===== src/rtl/mul_pkg.sv =====
// rtl/mul_pkg.sv - shared state type and digit-count helper for the radix-16 Booth multiplier
package mul_pkg;

    typedef enum logic [1:0] {IDLE, LOAD, ITER, DONE} mul_ctrl_state_t;

    // Each radix-16 Booth digit consumes four multiplier bits.
    function automatic int n_digits(int width);
        return width / 4;
    endfunction

endpackage


===== src/rtl/booth_digit_cnt.sv =====
// rtl/booth_digit_cnt.sv - modulo-N Booth digit counter with clear, enable and last flag
module booth_digit_cnt #(
    parameter int N  = 2,
    parameter int CW = $clog2(N)
) (
    input  logic          clk,
    input  logic          rst,
    input  logic          clr,
    input  logic          en,
    output logic [CW-1:0] count,
    output logic          last
);

    assign last = (count == CW'(N - 1));

    always_ff @(posedge clk) begin
        if (rst || clr) begin
            count <= '0;
        end else if (en) begin
            count <= last ? '0 : count + 1'b1;
        end
    end

endmodule


===== src/rtl/booth_mul_ctrl.sv =====
// rtl/booth_mul_ctrl.sv - radix-16 Booth multiplier sequencer; MUL_CTRL_ABORT_EN adds the abort port
module booth_mul_ctrl
    import mul_pkg::*;
#(
    parameter int WIDTH = 8
) (
    input  logic                       clk,
    input  logic                       rst,
    input  logic                       in_valid,
    output logic                       in_ready,
    output logic                       load_mcand,
    output logic                       load_mplier,
    output logic                       acc_clr,
    output logic                       acc_en,
    output logic                       shift_en,
    output logic [$clog2(WIDTH/4)-1:0] digit_idx,
    output logic                       busy,
    output logic                       out_valid,
`ifdef MUL_CTRL_ABORT_EN
    input  logic                       abort,
`endif
    input  logic                       out_ready
);

    localparam int N_DIG = n_digits(WIDTH);
    localparam int DW    = $clog2(N_DIG);

    if ((WIDTH % 4 != 0) || (WIDTH < 8)) begin : g_bad_width
        $error("booth_mul_ctrl: WIDTH must be a multiple of 4 and at least 8");
    end

    mul_ctrl_state_t state;
    mul_ctrl_state_t state_nxt;
    logic            abort_hit;
    logic            cnt_last;
    logic [DW-1:0]   cnt;

`ifdef MUL_CTRL_ABORT_EN
    assign abort_hit = abort && ((state == LOAD) || (state == ITER));
`else
    assign abort_hit = 1'b0;
`endif

    // The counter only moves in ITER and wraps on the last digit, so it reads 0 everywhere else.
    booth_digit_cnt #(
        .N  (N_DIG),
        .CW (DW)
    ) u_digit_cnt (
        .clk   (clk),
        .rst   (rst),
        .clr   ((state == LOAD) || abort_hit),
        .en    ((state == ITER) && !abort_hit),
        .count (cnt),
        .last  (cnt_last)
    );

    assign digit_idx = cnt;

    always_comb begin
        state_nxt = state;
        case (state)
            IDLE:    if (in_valid)  state_nxt = LOAD;
            LOAD:                   state_nxt = ITER;
            ITER:    if (cnt_last)  state_nxt = DONE;
            DONE:    if (out_ready) state_nxt = IDLE;
            default:                state_nxt = IDLE;
        endcase
        if (abort_hit) state_nxt = IDLE;
    end

    // Strobes are registered from the next state so each one is a clean Moore output.
    always_ff @(posedge clk) begin
        if (rst) begin
            state       <= IDLE;
            in_ready    <= 1'b1;
            load_mcand  <= 1'b0;
            load_mplier <= 1'b0;
            acc_clr     <= 1'b0;
            acc_en      <= 1'b0;
            shift_en    <= 1'b0;
            busy        <= 1'b0;
            out_valid   <= 1'b0;
        end else begin
            state       <= state_nxt;
            in_ready    <= (state_nxt == IDLE);
            load_mcand  <= (state_nxt == LOAD);
            load_mplier <= (state_nxt == LOAD);
            acc_clr     <= (state_nxt == LOAD);
            acc_en      <= (state_nxt == ITER);
            shift_en    <= (state_nxt == ITER);
            busy        <= (state_nxt == LOAD) || (state_nxt == ITER);
            out_valid   <= (state_nxt == DONE);
        end
    end

endmodule

===== config.mk =====
export PLATFORM = sky130hd
export DESIGN_NAME = booth_mul_ctrl
export DESIGN_NICKNAME = d
export VERILOG_FILES = /design/src/rtl/mul_pkg.sv /design/src/rtl/booth_digit_cnt.sv /design/src/rtl/booth_mul_ctrl.sv
export SDC_FILE = /design/constraint.sdc
export NUM_CORES = 1
export LEC_CHECK = 0
export ABC_AREA = 1
export ABC_CLOCK_PERIOD_IN_PS = 1000
export CORE_AREA = 4 4 41 43
export CTS_CLUSTER_SIZE = 30
export DETAILED_ROUTE_END_ITERATION = 16
export DIE_AREA = 0 0 45 47
export PLACE_DENSITY = 0.58
export SKIP_CTS_REPAIR_TIMING = 1
export SLEW_MARGIN = 10
export SYNTH_ARGS = -nofsm -noshare
export SYNTH_HDL_FRONTEND = slang
export SYNTH_SLANG_ARGS = --single-unit

===== constraint.sdc =====
create_clock -name clk -period 1 [get_ports clk]
set_input_delay 0.2 -clock clk [delete_from_list [all_inputs] [get_ports clk]]
set_output_delay 0.2 -clock clk [all_outputs]
set_load 0.01 [all_outputs]

==> results.md, run 1 <==
* Status: finished, violations left
* Failing checks: negative setup slack
* Num Clock Sinks at 8
* Register area share after synthesis at approximately half
* Final core utilization at 48.27%
* Final number of max-transition violations at 0
* Syn Nets at between 40 and 50
* Leakage at around 0.00039 uW
* Simple-Gate Fraction of Synth Area at about 23%
* Area grow syn2layout at 95.33%
* Synth area leaders: dfxtp_1, buf_4, inv_1
* Final setup vio count at 3
* Die area at approximately 2100 um^2
* Routed wire length at ~700 um
* Core Area at 1301 um^2
* Worst Setup Start Kind: register
* N_diodes at 0
* Syn Inst Count at 37
* Cell Rows at 13
* Slew @ Worst Pin at 0.1658 ns
* Largest net degree at the start of global routing at 7
* Kind of critical path: reg -> reg
* Minimum clock period at between 1 and 1.5 ns
* Sequential cell area at around 170 um^2
* Worst IR Drop VDD at 0.0007707 V
* Clk_lat worst skew at about 0.26 ns
* TritonCTS Buffers at 3
* Ys Warns at 0
* DP Area at around 530 um^2
* Relative slew margins at 88.91%
* Antenna violation net count after detailed routing at 0
* Area leader, netlist: dfxtp_1
* Met1 WL at approximately 320 um
* Worst Hold Class: reg -> reg
* Worst setup margin at -0.05317 ns
* Critical Path RT at ~1.2 ns
* Clock-pin slew on the worst setup and hold paths at around 0.06 ns
* Die Ht at around 47 um
* Horiz. Die Dim at between 40 and 50 um
* Initial antenna violation count at 0
* Fillers at 131
* Max layer used: met4
* DR iter-0 viols at 2
* Post-synth top area share at between 40% and 50%
* Gr ovfl total at 0
* Worst path arrival time at 1.21 ns
* Endpoints failing hold at 0
* Max Fclk at approximately 0.95 GHz
* Vias in the first global route at between 200 and 300
* DR WL/cell at approximately 9.1 um
* Clock Skew at approximately 0.0059 ns
* CP endpoint kind: register
* First-pass GRT wire length at 1055 um
* CTS tree: built
* Final nets at 67
* CP Max Fanout at 6
* Adder-cell share of the synthesized area at slightly below 4%
* Metal3 WL at about 54 um
* Clock Tree Root: clkbuf_4
* Mapped Area at around 320 um^2
* Final Cycle Share at 105.3%
* GPL Wtd Cong at about 0.73
* Synth Area in XOR/XNOR at 0%
* Average cell area after synthesis at approximately 8.7 um^2
* Fin area at around 630 um^2
* Avg Vias per Cell at between 4 and 5
* Mux cell area share after synthesis at 0%
* DR DRC count at 0
* H-tree levels at 1
* RSZ-0062 raised after global routing: true
* Main combinational cell family by area after synthesis: simple AND/OR/NAND/NOR gates
* Synth Area in Compound Gates at between 8 and 9%
* Buffers on Ports at 12
* Synth Register Bits at 8
* Max Root-Sink Buffers at 2
* Max-cap violations at 0
* Initial core utilization at 24.71%
* IO Pins at 13
* Met2 wire length at 313 um
* Via count at 313
* Yosys cell types at 13
* All-Layer GR Usage at just over 7%
* Commonest cells after routing, fill and taps aside: buf_4, dlymetal6s2s_1, dfxtp_1
* Number of iterations in the first detailed-routing pass at 3
* Power Density at ~1400 nW/um^2
* Commonest non-fill, non-tap cell in the layout: buf_4
* Share of layout cells above drive strength 1 at a little over half
* Multi-input logic area at around 170 um^2
* HPWL Detailed at 518.2 um
-- synthesized netlist by cell type --
cell / number
dfxtp_1: 8
inv_1: 6
nand3_1: 4
nor2_1: 4
buf_4: 3
nand2_1: 3
a21oi_1: 2
nand3_2: 2
a31oi_1: 1
ha_1: 1
inv_2: 1
nand2_2: 1
o21bai_2: 1
-- cell families after synthesis --
| logic type | Yosys count |
|---|---|
| and+or+nand+nor | 14 |
| buffers and inverters | 10 |
| DFF | 8 |
| AOI/OAI and AO/OA | 4 |
| adders and majority gates | 1 |
-- stage by stage --
| step | power, uW | setup TNS, ns | worst slack, ns | hold slack [ns] | std cells |
|---|---|---|---|---|---|
| after global routing | 956.0 | -0.2883 | -0.1093 | 0.5591 | 76 |
| after floorplan | 477.7 | -0.01359 | -0.01359 | 0.2597 | 37 |
| after detailed placement | 591.5 | -1.637 | -0.3249 | 0.4874 | 70 |
| after global placement | 590.6 | -1.549 | -0.3250 | 0.4747 | 70 |
| after CTS | 866.5 | -2.945 | -0.3392 | 0.5046 | 74 |
| final | 899.4 | -0.1359 | -0.05317 | 0.4941 | 76 |
-- registers in the layout, summed over array words and instances, names as in the netlist --
signal,flops
out_valid,1
shift_en,1
in_ready,1
u_digit_cnt.count,1
acc_clr,1
state,2
busy,1
-- layer usage --
layer | vias up | GRT usage (%)
met3 | 2 | 2.299
met5 | - | 0
met1 | 137 | 8.545
met2 | 10 | 10.45
li1 | 164 | -
met4 | 0 | 5.263
-- critical path, stage by stage, from the launching register on --
cell and delay [ns]:
dfxtp_4 0.40, inv_4 0.05, nand3_4 0.08, nand3_2 0.08, buf_4 0.13, buf_4 0.13
nand2_1 0.05, inv_1 0.03
-- path summary, 6_finish.rpt --
| kind | endpoint | startpoint | slack (ns) | depth (start not counted) |
|---|---|---|---|---|
| min | u_digit_cnt.count | u_digit_cnt.count | 0.49 | 2 |
| min reg2reg | u_digit_cnt.count | u_digit_cnt.count | 0.49 | 2 |
| max reg2reg | state[0] | state[1] | -0.05 | 7 |
| max | state[0] | state[1] | -0.05 | 7 |
-- final cells by class --
cell class | instances | share of cell area (%)
Timing Repair Buffer | 23 | 34.66
Sequential cell | 8 | 26.49
Multi-Input combinational cell | 19 | 26.69
Clock buffer | 4 | 4.183
Inverter | 7 | 4.980
Tap cell | 15 | 2.988
-- power by group --
part / internal [uW] / switching, uW
Sequential: 351 / 24.5
Clock: 153 / 117
Combinational: 145 / 109
Power figures use the tool's default switching activity.
==> inputs of run 2 (changes only) <==
--- a/config.mk
+++ b/config.mk
@@ -8,6 +8,7 @@
 export ABC_AREA = 1
 export ABC_CLOCK_PERIOD_IN_PS = 1000
 export CORE_AREA = 4 4 41 43
+export CTS_CLUSTER_DIAMETER = 40
 export CTS_CLUSTER_SIZE = 30
 export DETAILED_ROUTE_END_ITERATION = 16
 export DIE_AREA = 0 0 45 47
==> results of run 2 <==
Same layout as run 1: the final DEF is identical, and so are final timing and power.
